--- config.mk ---
export PLATFORM = sky130hd
export DESIGN_NAME = inst_sequencer
export DESIGN_NICKNAME = d
export VERILOG_FILES = /design/src/rtl/inst_sequencer.sv
export SDC_FILE = /design/constraint.sdc
export NUM_CORES = 1
export LEC_CHECK = 0
export BUFFER_PORTS_ARGS = -buffer_cell sky130_fd_sc_hd__buf_4
export CAP_MARGIN = 20
export CORE_MARGIN = 5
export CORE_UTILIZATION = 47
export DETAILED_ROUTE_END_ITERATION = 7
export PLACE_DENSITY = 0.75
export SLEW_MARGIN = 20
export SYNTH_ARGS = -nofsm -noshare
export SYNTH_HDL_FRONTEND = slang
export SYNTH_SLANG_ARGS = --single-unit
--- constraint.sdc ---
create_clock -name clk -period 2 [get_ports clk]
set_input_delay 0.3 -clock clk [delete_from_list [all_inputs] [get_ports clk]]
set_output_delay 0.3 -clock clk [all_outputs]
set_load 0.02 [all_outputs]
--- src/rtl/inst_sequencer.sv ---
// Multi-cycle instruction sequencer: walks FETCH/DECODE/EXEC/MEM/WB per instruction
// and raises a sticky fault if a memory handshake exceeds WAIT_MAX request cycles.
module inst_sequencer #(
    parameter int N        = 5,
    parameter int WAIT_MAX = 15
) (
    input  logic         clk,
    input  logic         rst,
    input  logic [N-1:0] opcode_i,
    input  logic         imem_ack_i,
    input  logic         dmem_ack_i,
    input  logic         br_taken_i,
    output logic         imem_req_o,
    output logic         ir_we_o,
    output logic         dmem_req_o,
    output logic         dmem_we_o,
    output logic         rf_we_o,
    output logic [1:0]   wb_sel_o,
    output logic         alu_src_imm_o,
    output logic         pc_we_o,
    output logic [1:0]   pc_sel_o,
    output logic [2:0]   fmt_o,
    output logic [2:0]   state_o,
    output logic         instr_done_o,
    output logic         illegal_o,
    output logic         fault_o
);

    typedef enum logic [2:0] {
        S_FETCH  = 3'd0,
        S_DECODE = 3'd1,
        S_EXEC   = 3'd2,
        S_MEM    = 3'd3,
        S_WB     = 3'd4,
        S_FAULT  = 3'd5
    } state_e;

    typedef enum logic [2:0] {
        F_R   = 3'd0,
        F_I   = 3'd1,
        F_S   = 3'd2,
        F_B   = 3'd3,
        F_J   = 3'd4,
        F_NOP = 3'd5
    } fmt_e;

    localparam logic [N-1:0] OP_R    = N'(5'b01100);
    localparam logic [N-1:0] OP_IALU = N'(5'b00100);
    localparam logic [N-1:0] OP_LOAD = N'(5'b00000);
    localparam logic [N-1:0] OP_JALR = N'(5'b11001);
    localparam logic [N-1:0] OP_S    = N'(5'b01000);
    localparam logic [N-1:0] OP_B    = N'(5'b11000);
    localparam logic [N-1:0] OP_J    = N'(5'b11011);
    localparam logic [7:0]   WAIT_LAST = 8'(WAIT_MAX - 1);

    function automatic fmt_e classify(input logic [N-1:0] op);
        case (op)
            OP_R:                      return F_R;
            OP_IALU, OP_LOAD, OP_JALR: return F_I;
            OP_S:                      return F_S;
            OP_B:                      return F_B;
            OP_J:                      return F_J;
            default:                   return F_NOP;
        endcase
    endfunction

    state_e       state_q, state_d;
    fmt_e         fmt_q, fmt_d;
    logic [N-1:0] op_q, op_d;
    logic [7:0]   wait_q, wait_d;
    logic         fault_q, fault_d;
    logic         final_c;
    logic         is_load, is_jalr;

    // Class I covers three behaviours; the latched opcode tells them apart.
    assign is_load = (fmt_q == F_I) && (op_q == OP_LOAD);
    assign is_jalr = (fmt_q == F_I) && (op_q == OP_JALR);

    always_comb begin
        state_d       = state_q;
        fmt_d         = fmt_q;
        op_d          = op_q;
        wait_d        = wait_q;
        fault_d       = fault_q;
        final_c       = 1'b0;
        imem_req_o    = 1'b0;
        ir_we_o       = 1'b0;
        dmem_req_o    = 1'b0;
        dmem_we_o     = 1'b0;
        rf_we_o       = 1'b0;
        wb_sel_o      = 2'd0;
        alu_src_imm_o = 1'b0;
        pc_sel_o      = 2'd0;
        illegal_o     = 1'b0;

        case (state_q)
            S_FETCH: begin
                imem_req_o = 1'b1;
                if (imem_ack_i) begin
                    ir_we_o = 1'b1;
                    state_d = S_DECODE;
                end else if (wait_q == WAIT_LAST) begin
                    state_d = S_FAULT;
                    fault_d = 1'b1;
                end else begin
                    wait_d = wait_q + 8'd1;
                end
            end
            S_DECODE: begin
                fmt_d   = classify(opcode_i);
                op_d    = opcode_i;
                state_d = S_EXEC;
            end
            S_EXEC: begin
                alu_src_imm_o = (fmt_q == F_I) || (fmt_q == F_S);
                case (fmt_q)
                    F_R, F_J: state_d = S_WB;
                    F_I: begin
                        state_d = is_load ? S_MEM : S_WB;
                        wait_d  = 8'd0;
                    end
                    F_S: begin
                        state_d = S_MEM;
                        wait_d  = 8'd0;
                    end
                    F_B: begin
                        final_c  = 1'b1;
                        pc_sel_o = br_taken_i ? 2'd1 : 2'd0;
                    end
                    default: begin
                        final_c   = 1'b1;
                        illegal_o = 1'b1;
                    end
                endcase
            end
            S_MEM: begin
                dmem_req_o = 1'b1;
                dmem_we_o  = (fmt_q == F_S);
                if (dmem_ack_i) begin
                    if (fmt_q == F_S) final_c = 1'b1;
                    else              state_d = S_WB;
                end else if (wait_q == WAIT_LAST) begin
                    state_d = S_FAULT;
                    fault_d = 1'b1;
                end else begin
                    wait_d = wait_q + 8'd1;
                end
            end
            S_WB: begin
                rf_we_o  = 1'b1;
                final_c  = 1'b1;
                wb_sel_o = is_load ? 2'd1 : ((is_jalr || fmt_q == F_J) ? 2'd2 : 2'd0);
                pc_sel_o = is_jalr ? 2'd2 : ((fmt_q == F_J) ? 2'd1 : 2'd0);
            end
            default: ;
        endcase

        if (final_c) begin
            state_d = S_FETCH;
            wait_d  = 8'd0;
        end

        // Reset forces every strobe quiet in the same cycle it is asserted.
        if (rst) begin
            final_c       = 1'b0;
            imem_req_o    = 1'b0;
            ir_we_o       = 1'b0;
            dmem_req_o    = 1'b0;
            dmem_we_o     = 1'b0;
            rf_we_o       = 1'b0;
            wb_sel_o      = 2'd0;
            alu_src_imm_o = 1'b0;
            pc_sel_o      = 2'd0;
            illegal_o     = 1'b0;
        end
    end

    assign pc_we_o      = final_c;
    assign instr_done_o = final_c;
    assign state_o      = state_q;
    assign fmt_o        = fmt_q;
    assign fault_o      = fault_q;

    always_ff @(posedge clk) begin
        if (rst) begin
            state_q <= S_FETCH;
            fmt_q   <= F_NOP;
            op_q    <= '0;
            wait_q  <= 8'd0;
            fault_q <= 1'b0;
        end else begin
            state_q <= state_d;
            fmt_q   <= fmt_d;
            op_q    <= op_d;
            wait_q  <= wait_d;
            fault_q <= fault_d;
        end
    end

endmodule

==> reports/summary.txt, run 1 <==
Synth area leader - dfxtp_1
Port Buffers - 29
Syn-to-layout area delta - 42.8%
share of layout cells above drive strength 1 - 33.5%
Final ANT Viol Nets - 0
drt drc - 0
Die Span Y - 60.2 µm
Post-DP HPWL - 2.37 mm
clk buf depth - 2
crit path DAT - 1.77 ns
Worst Path Buf+Inv - 2
routed vias/inst - 5.64
FF-to-FF Start - state_o[1]
Slew HR - 78.1%
mux cell area share after synthesis - 0%
site row count - 18
Most used DFF post-synth - dfxtp_1
Setup-failing EPs final - 4
Via Count - 1330
Final nets - 219
setup ws final - -0.0660 ns
failing checks - setup timing
count leader, synth - nand2_1
Seq pwr share - 28.3%
Sw Ratio - 42.9%
Worst-Skew Late Latency - 0.31 ns
Post-synth top cells - 24 x nand2_1, 22 x a21oi_1, 20 x dfxtp_1
combinational fraction of design power - 57.7%
CP max stage delay - 0.36 ns
Sw Pwr - 0.000881 W
initial DRC count - 85
Root Buffer - clkbuf_4
status - finished with violations
pin count of the biggest net entering global routing - 19
Reg2Reg Depth - 5
Final Max Slew Viols - 0
post-synth cell types - 34
worst r2r dst - wait_q[7]
reg-to-reg slack, setup - -0.01 ns
Top Ports - 30
RSZ-0062 raised after global routing - yes
drt total wl - 3.38 mm
syn avg cell area - 7.22 µm²
Final Wtd Congestion - 0.885
largest family of logic cells by synthesized area - simple AND/OR/NAND/NOR gates
flops & latches, synth - 20
DIE AREA - 3630 µm²
Seq/Total Area, Yosys - 33.8%
PwrDens - 1210 nW/µm²
vias in the first global route - 1269
worst min-delay path startpoint - opcode_i[2]
Most common cell on crit path - buf_6
min Tclk post-route - 2.07 ns
critical path's top delay family - simple AND/OR/NAND/NOR gates
Post-synth EDFFs - 0
Starting Density - 48.3%
Peak VDD IR - 1.05 mV
worst setup path category - reg2out
Cell Int Power - 0.00117 W
Clock Power Share - 14.0%
CTS H-Tree Depth - 1
First-pass DRT Iterations - 4
fin util - 68.9%
final hold violation count - 0
CTS Buf Count - 3
max_cap viols - 0
Req. time, crit path - 1.70 ns
worst path cell trace - buf_6 > nor4b_4 > and3_4 > and4_4 > a31o_4 > buf_6
area share of the largest cell type after synthesis - 33.8%
Hold Path Class - in2reg
Cell Area, Synth - 1180 µm²
Remaining Overflow, GRT - 0
first-pass GRT wire length - 5.66 mm
number of diodes - 0
Synth Area in Simple Gates - 37.5%
Setup TNS Final - -0.180 ns
startpoint types - flop
Cells on Worst Hold Path - 3
initial antenna violation count - 0
Crit-path slowest cell - dfxtp_2
Crit. End Element - output pin
Syn Inst Count - 164
Syn Nets - 176
CTS sink count - 20
core area - 2450 µm²
Horiz. Die Dim - 60.2 µm
Synth warnings - 0
leakage power - 0.706 nW
clk_skew - 0.00538 ns
xor/xnor share of the synthesized area - 2.96%
hold endpoint - op_q[2]
Synth area leaders - dfxtp_1 34%, a21oi_1 9.3%, nand2_1 7.6%
Synth Area in Compound Gates - 19.4%
FILL cells - 218
fmax - 0.484 GHz
fraction of registers with async set/reset - 0%
crit-path max FO - 3
Worst-Margin Slew - 0.325 ns
Synth Area in Adders - 2.11%
Global Route Usage Sum - 20.3%
CTS tree - yes
wire per inst - 14.3 µm
Final period util - 103%
Reg clk slew, reported paths - 0.12 ns
-- what timing repair did --
action | CTS | global route
setup endpoints to repair | 5 | 8
gates resized for setup | 13 | 4
setup buffers | 6 | 1
pin swaps | 5 | 3
hold buffers | 0 | 0
-- worst max path at each step --
stage | startpoint | endpoint | cells past startpoint
2_1_floorplan | fmt_o[1] | wait_q[7] | 6
3_3_place_gp | state_o[1] | wait_q[7] | 5
3_5_place_dp | state_o[1] | wait_q[7] | 5
4_1_cts | state_o[0] | wb_sel_o[1] | 6
5_1_grt | state_o[0] | wb_sel_o[1] | 6
6_report | state_o[0] | wb_sel_o[1] | 6
-- layout make-up --
| class | instances | area (µm²) | share of cell area, % |
|---|---|---|---|
| Clock buffer | 4 | 47.5 | 2.81 |
| Inverter | 3 | 11.3 | 0.666 |
| Multi-Input combinational cell | 132 | 810 | 47.9 |
| Sequential cell | 20 | 407 | 24.0 |
| Tap cell | 30 | 37.5 | 2.22 |
| Timing Repair Buffer | 47 | 379 | 22.4 |
-- state kept, by name, indices dropped and copies added (netlist names) --
| signal | count |
|---|---|
| wait_q | 8 |
| state_o | 3 |
| fmt_o | 3 |
| op_q | 5 |
| fault_o | 1 |
-- per-stage QoR --
stage                     worst slack [ns]  hold WS [ns]  cells  total power (W)  area, µm²
after floorplan                    0.00562         0.436    164          0.00126       1230
after global placement              0.0781         0.443    225          0.00156       1520
after detailed placement            0.0296         0.450    225          0.00158       1520
after CTS                          -0.0707         0.252    235          0.00199       1670
after global routing               -0.0989         0.250    236          0.00217       1690
final                              -0.0660         0.257    236          0.00205       1690
-- placed cells by master, fill, tap and decap left out, types with 2 or more instances in the layout --
cell type  count
buf_4         42
nand2_1       24
a21oi_1       19
dfxtp_1       17
nor2_1        16
nand3_1       11
o21ai_0        6
nor3_1         5
or3_1          5
nand2b_1       4
and2_1         3
inv_1          3
a21oi_2        3
nor4_1         3
nand4_1        3
xor2_1         3
clkbuf_4       3
buf_6          3
nor2b_1        2
and4_4         2
o22ai_1        2
ha_1           2
buf_8          2
dfxtp_2        2
-- routing by layer --
layer,track usage (%),vias to the layer above,wire [µm]
met2,33.0,49,1650
met5,0,-,0
met4,7.91,0,46
met3,4.10,8,213
met1,26.0,604,1470
li1,-,669,-
-- kinds of logic (layout without fill, tap and decap cells) --
group / after synthesis / in the layout
simple gates: 88 / 88
compound gates: 38 / 38
flops: 20 / 20
buf+inv: 12 / 54
xor+xnor: 4 / 4
fa+ha+maj: 2 / 2
-- power groups by stage --
stage | Combinational [W] | Sequential [W] | Clock [W]
after global routing | 0.00127 | 0.000597 | 0.000306
after detailed placement | 0.000997 | 0.000583 | 0
final | 0.00118 | 0.000581 | 0.000287
after CTS | 0.00112 | 0.000576 | 0.000291
after global placement | 0.000982 | 0.000577 | 0
after floorplan | 0.000645 | 0.000611 | 0
-- worst register-to-register path, delay by kind of cell, from the launching register on --
| family | cells | cell delay, ns |
|---|---|---|
| AOI/OAI and AO/OA | 2 | 0.32 |
| DFF | 1 | 0.39 |
| and+or+nand+nor | 3 | 1.25 |
Power figures use the tool's default switching activity.
==> run 2, diff against run 1 <==
Settings changed: GPL_TIMING_DRIVEN set to 0.
==> reports/summary.txt, run 2 (same netlist as run 1, synthesis figures left out) <==
PwrDens - 1190 nW/µm² (-2.2%)
share of layout cells above drive strength 1 - 33.8% (+0.34 points)
Final period util - 102% (-0.91 points)
max_cap viols - 0 (unchanged)
First-pass DRT Iterations - 4 (unchanged)
Final Max Slew Viols - 0 (unchanged)
clk_skew - 0.00497 ns (-0.000407 ns)
commonest non-fill, non-tap cell in the layout - buf_4
clk buf depth - 2 (unchanged)
final hold violation count - 0 (unchanged)
Reg area - 410 µm² (+0.92%)
wire per inst - 14.5 µm (+1.6%)
routed vias/inst - 5.84 (+3.6%)
worst setup path category - reg2out
Crit. End Element - output pin
site row count - 18 (unchanged)
placed inst area - 1470 µm² (-3.2%)
FILL cells - 215 (-1.4%)
final instance area - 1640 µm² (-3.1%)
DIE AREA - 3630 µm² (unchanged)
status - finished with violations
CTS sink count - 20 (unchanged)
Remaining Overflow, GRT - 0 (unchanged)
Final nets - 214 (-2.3%)
pin count of the biggest net entering global routing - 12 (-7)
Top Ports - 30 (unchanged)
Req. time, crit path - 1.70 ns (about the same)
Worst-Skew Late Latency - 0.30 ns (about the same)
Starting Density - 48.3% (unchanged)
crit path DAT - 1.75 ns (-0.02 ns)
Largest regs - wait_q: 8 flops, op_q: 5 flops
Final ANT Viol Nets - 0 (unchanged)
min Tclk post-route - 2.05 ns (-0.0183 ns)
initial antenna violation count - 0 (unchanged)
number of diodes - 0 (unchanged)
CTS H-Tree Depth - 1 (unchanged)
CTS Buf Count - 3 (unchanged)
Horiz. Die Dim - 60.2 µm (unchanged)
FF-to-FF Start - state_o[1]
Syn-to-layout area delta - 38.3%
Post-DP HPWL - 2.41 mm (+1.5%)
Slew HR - 41.9% (-36 points)
RSZ-0062 raised after global routing - yes
Reg clk slew, reported paths - 0.12 ns (about the same)
CP Launch Point - state_o[1]
leakage power - 0.661 nW (-6.4%)
fmax - 0.488 GHz (+0.89%)
startpoint types - flop
setup ws final - -0.0477 ns (+0.0183 ns)
Die Span Y - 60.2 µm (unchanged)
Setup-failing EPs final - 4 (unchanged)
Final Wtd Congestion - 0.826 (-6.7%)
Port Buffers - 28 (-3.4%)
Setup crit end - pc_we_o
Largest register FFs - 8 (unchanged)
initial DRC count - 72 (-15%)
Global Route Usage Sum - 19.2% (-1.0 points)
worst r2r dst - wait_q[7]
Worst-Margin Slew - 0.862 ns (+0.537 ns)
failing checks - setup timing
first-pass GRT wire length - 5.31 mm (-6.2%)
Post-CTS Hold Buffers - 0 (unchanged)
most frequent cells in the layout - 33 x buf_4, 24 x nand2_1, 18 x a21oi_1, 16 x nor2_1, 14 x dfxtp_1
Largest Register - wait_q
core area - 2450 µm² (unchanged)
reg-to-reg slack, setup - -0.03 ns (-0.02 ns)
drt drc - 0 (unchanged)
Place WS - -0.0876 ns (-0.117 ns)
vias in the first global route - 1227 (-3.3%)
Via Count - 1349 (+1.4%)
Peak VDD IR - 0.965 mV (-8.2%)
Reg2Reg Depth - 5 (unchanged)
Root Buffer - clkbuf_4
Hold Path Class - in2reg
Multi-input gate area - 831 µm² (+2.6%)
CTS tree - yes
drt total wl - 3.36 mm (-0.53%)
crit-path max FO - 7 (+4)
==> run 2: changes by cell type in the layout (fill, tap and decap cells not counted), sizes merged <==
cell / before / now
buf: 47 / 37
clkbuf: 4 / 9
==> run 2: what timing repair did <==
| action | 4_1_cts | 5_1_grt |
|---|---|---|
| endpoints found under the setup margin | 6 | 10 |
| pin swaps | 6 | 2 |
| resized for setup | 12 | 11 |
| buffers inserted | 3 | 4 |
==> run 2: critical path, cell delays in order, from the launching register on <==
cell and delay [ns]:
dfxtp_4 0.42, or3b_4 0.41, a21oi_2 0.13, a21oi_2 0.07, a21oi_2 0.18, buf_4 0.14, buf_6 0.10
==> run 2: metrics by stage <==
stage                     TNS [ns]  hold slack, ns  total power [W]  utilization, %  std cells
after floorplan                  0           0.436          0.00126               -        164
after global placement     -0.0470           0.442          0.00152            60.0        222
after global routing        -0.561           0.256          0.00206            66.8        231
after CTS                  -0.0325           0.250          0.00185            64.1        227
after detailed placement   -0.0876           0.452          0.00154            60.0        222
final                       -0.120           0.260          0.00194            66.8        231
==> run 2: report_power, final <==
part / internal, W / switching [W] / leakage [nW]
sequential: 0.000488 / 0.000120 / 0.164
clock: 0.000111 / 0.000132 / 0.0210
combinational: 0.000475 / 0.000617 / 0.476
==> run 2: metal layers <==
metal,global-route usage (%),vias to the layer above,routed length (µm)
li1,-,656,-
met1,23.5,652,1480
met2,32.4,35,1680
met3,4.75,6,150
met4,6.96,0,45
met5,0,-,0
==> run 2: worst min-delay path by stage <==
stage                            from  endpoint  slack [ns]  cells past startpoint
after floorplan           opcode_i[1]   op_q[1]        0.44                      2
final                     opcode_i[2]   op_q[2]        0.26                      3
after global placement        op_q[2]   op_q[2]        0.44                      2
after CTS                 opcode_i[2]   op_q[2]        0.25                      3
after global routing      opcode_i[4]   op_q[4]        0.26                      3
after detailed placement      op_q[1]   op_q[1]        0.45                      2
==> run 2: area by class of cell <==
class | instances | share of cell area (%)
timing repair buffer | 35 | 16.7
sequential | 20 | 25.0
buffer | 7 | 2.37
inverter | 3 | 0.687
tap | 30 | 2.29
multi-input combinational | 132 | 50.7
clock buffer | 4 | 2.21
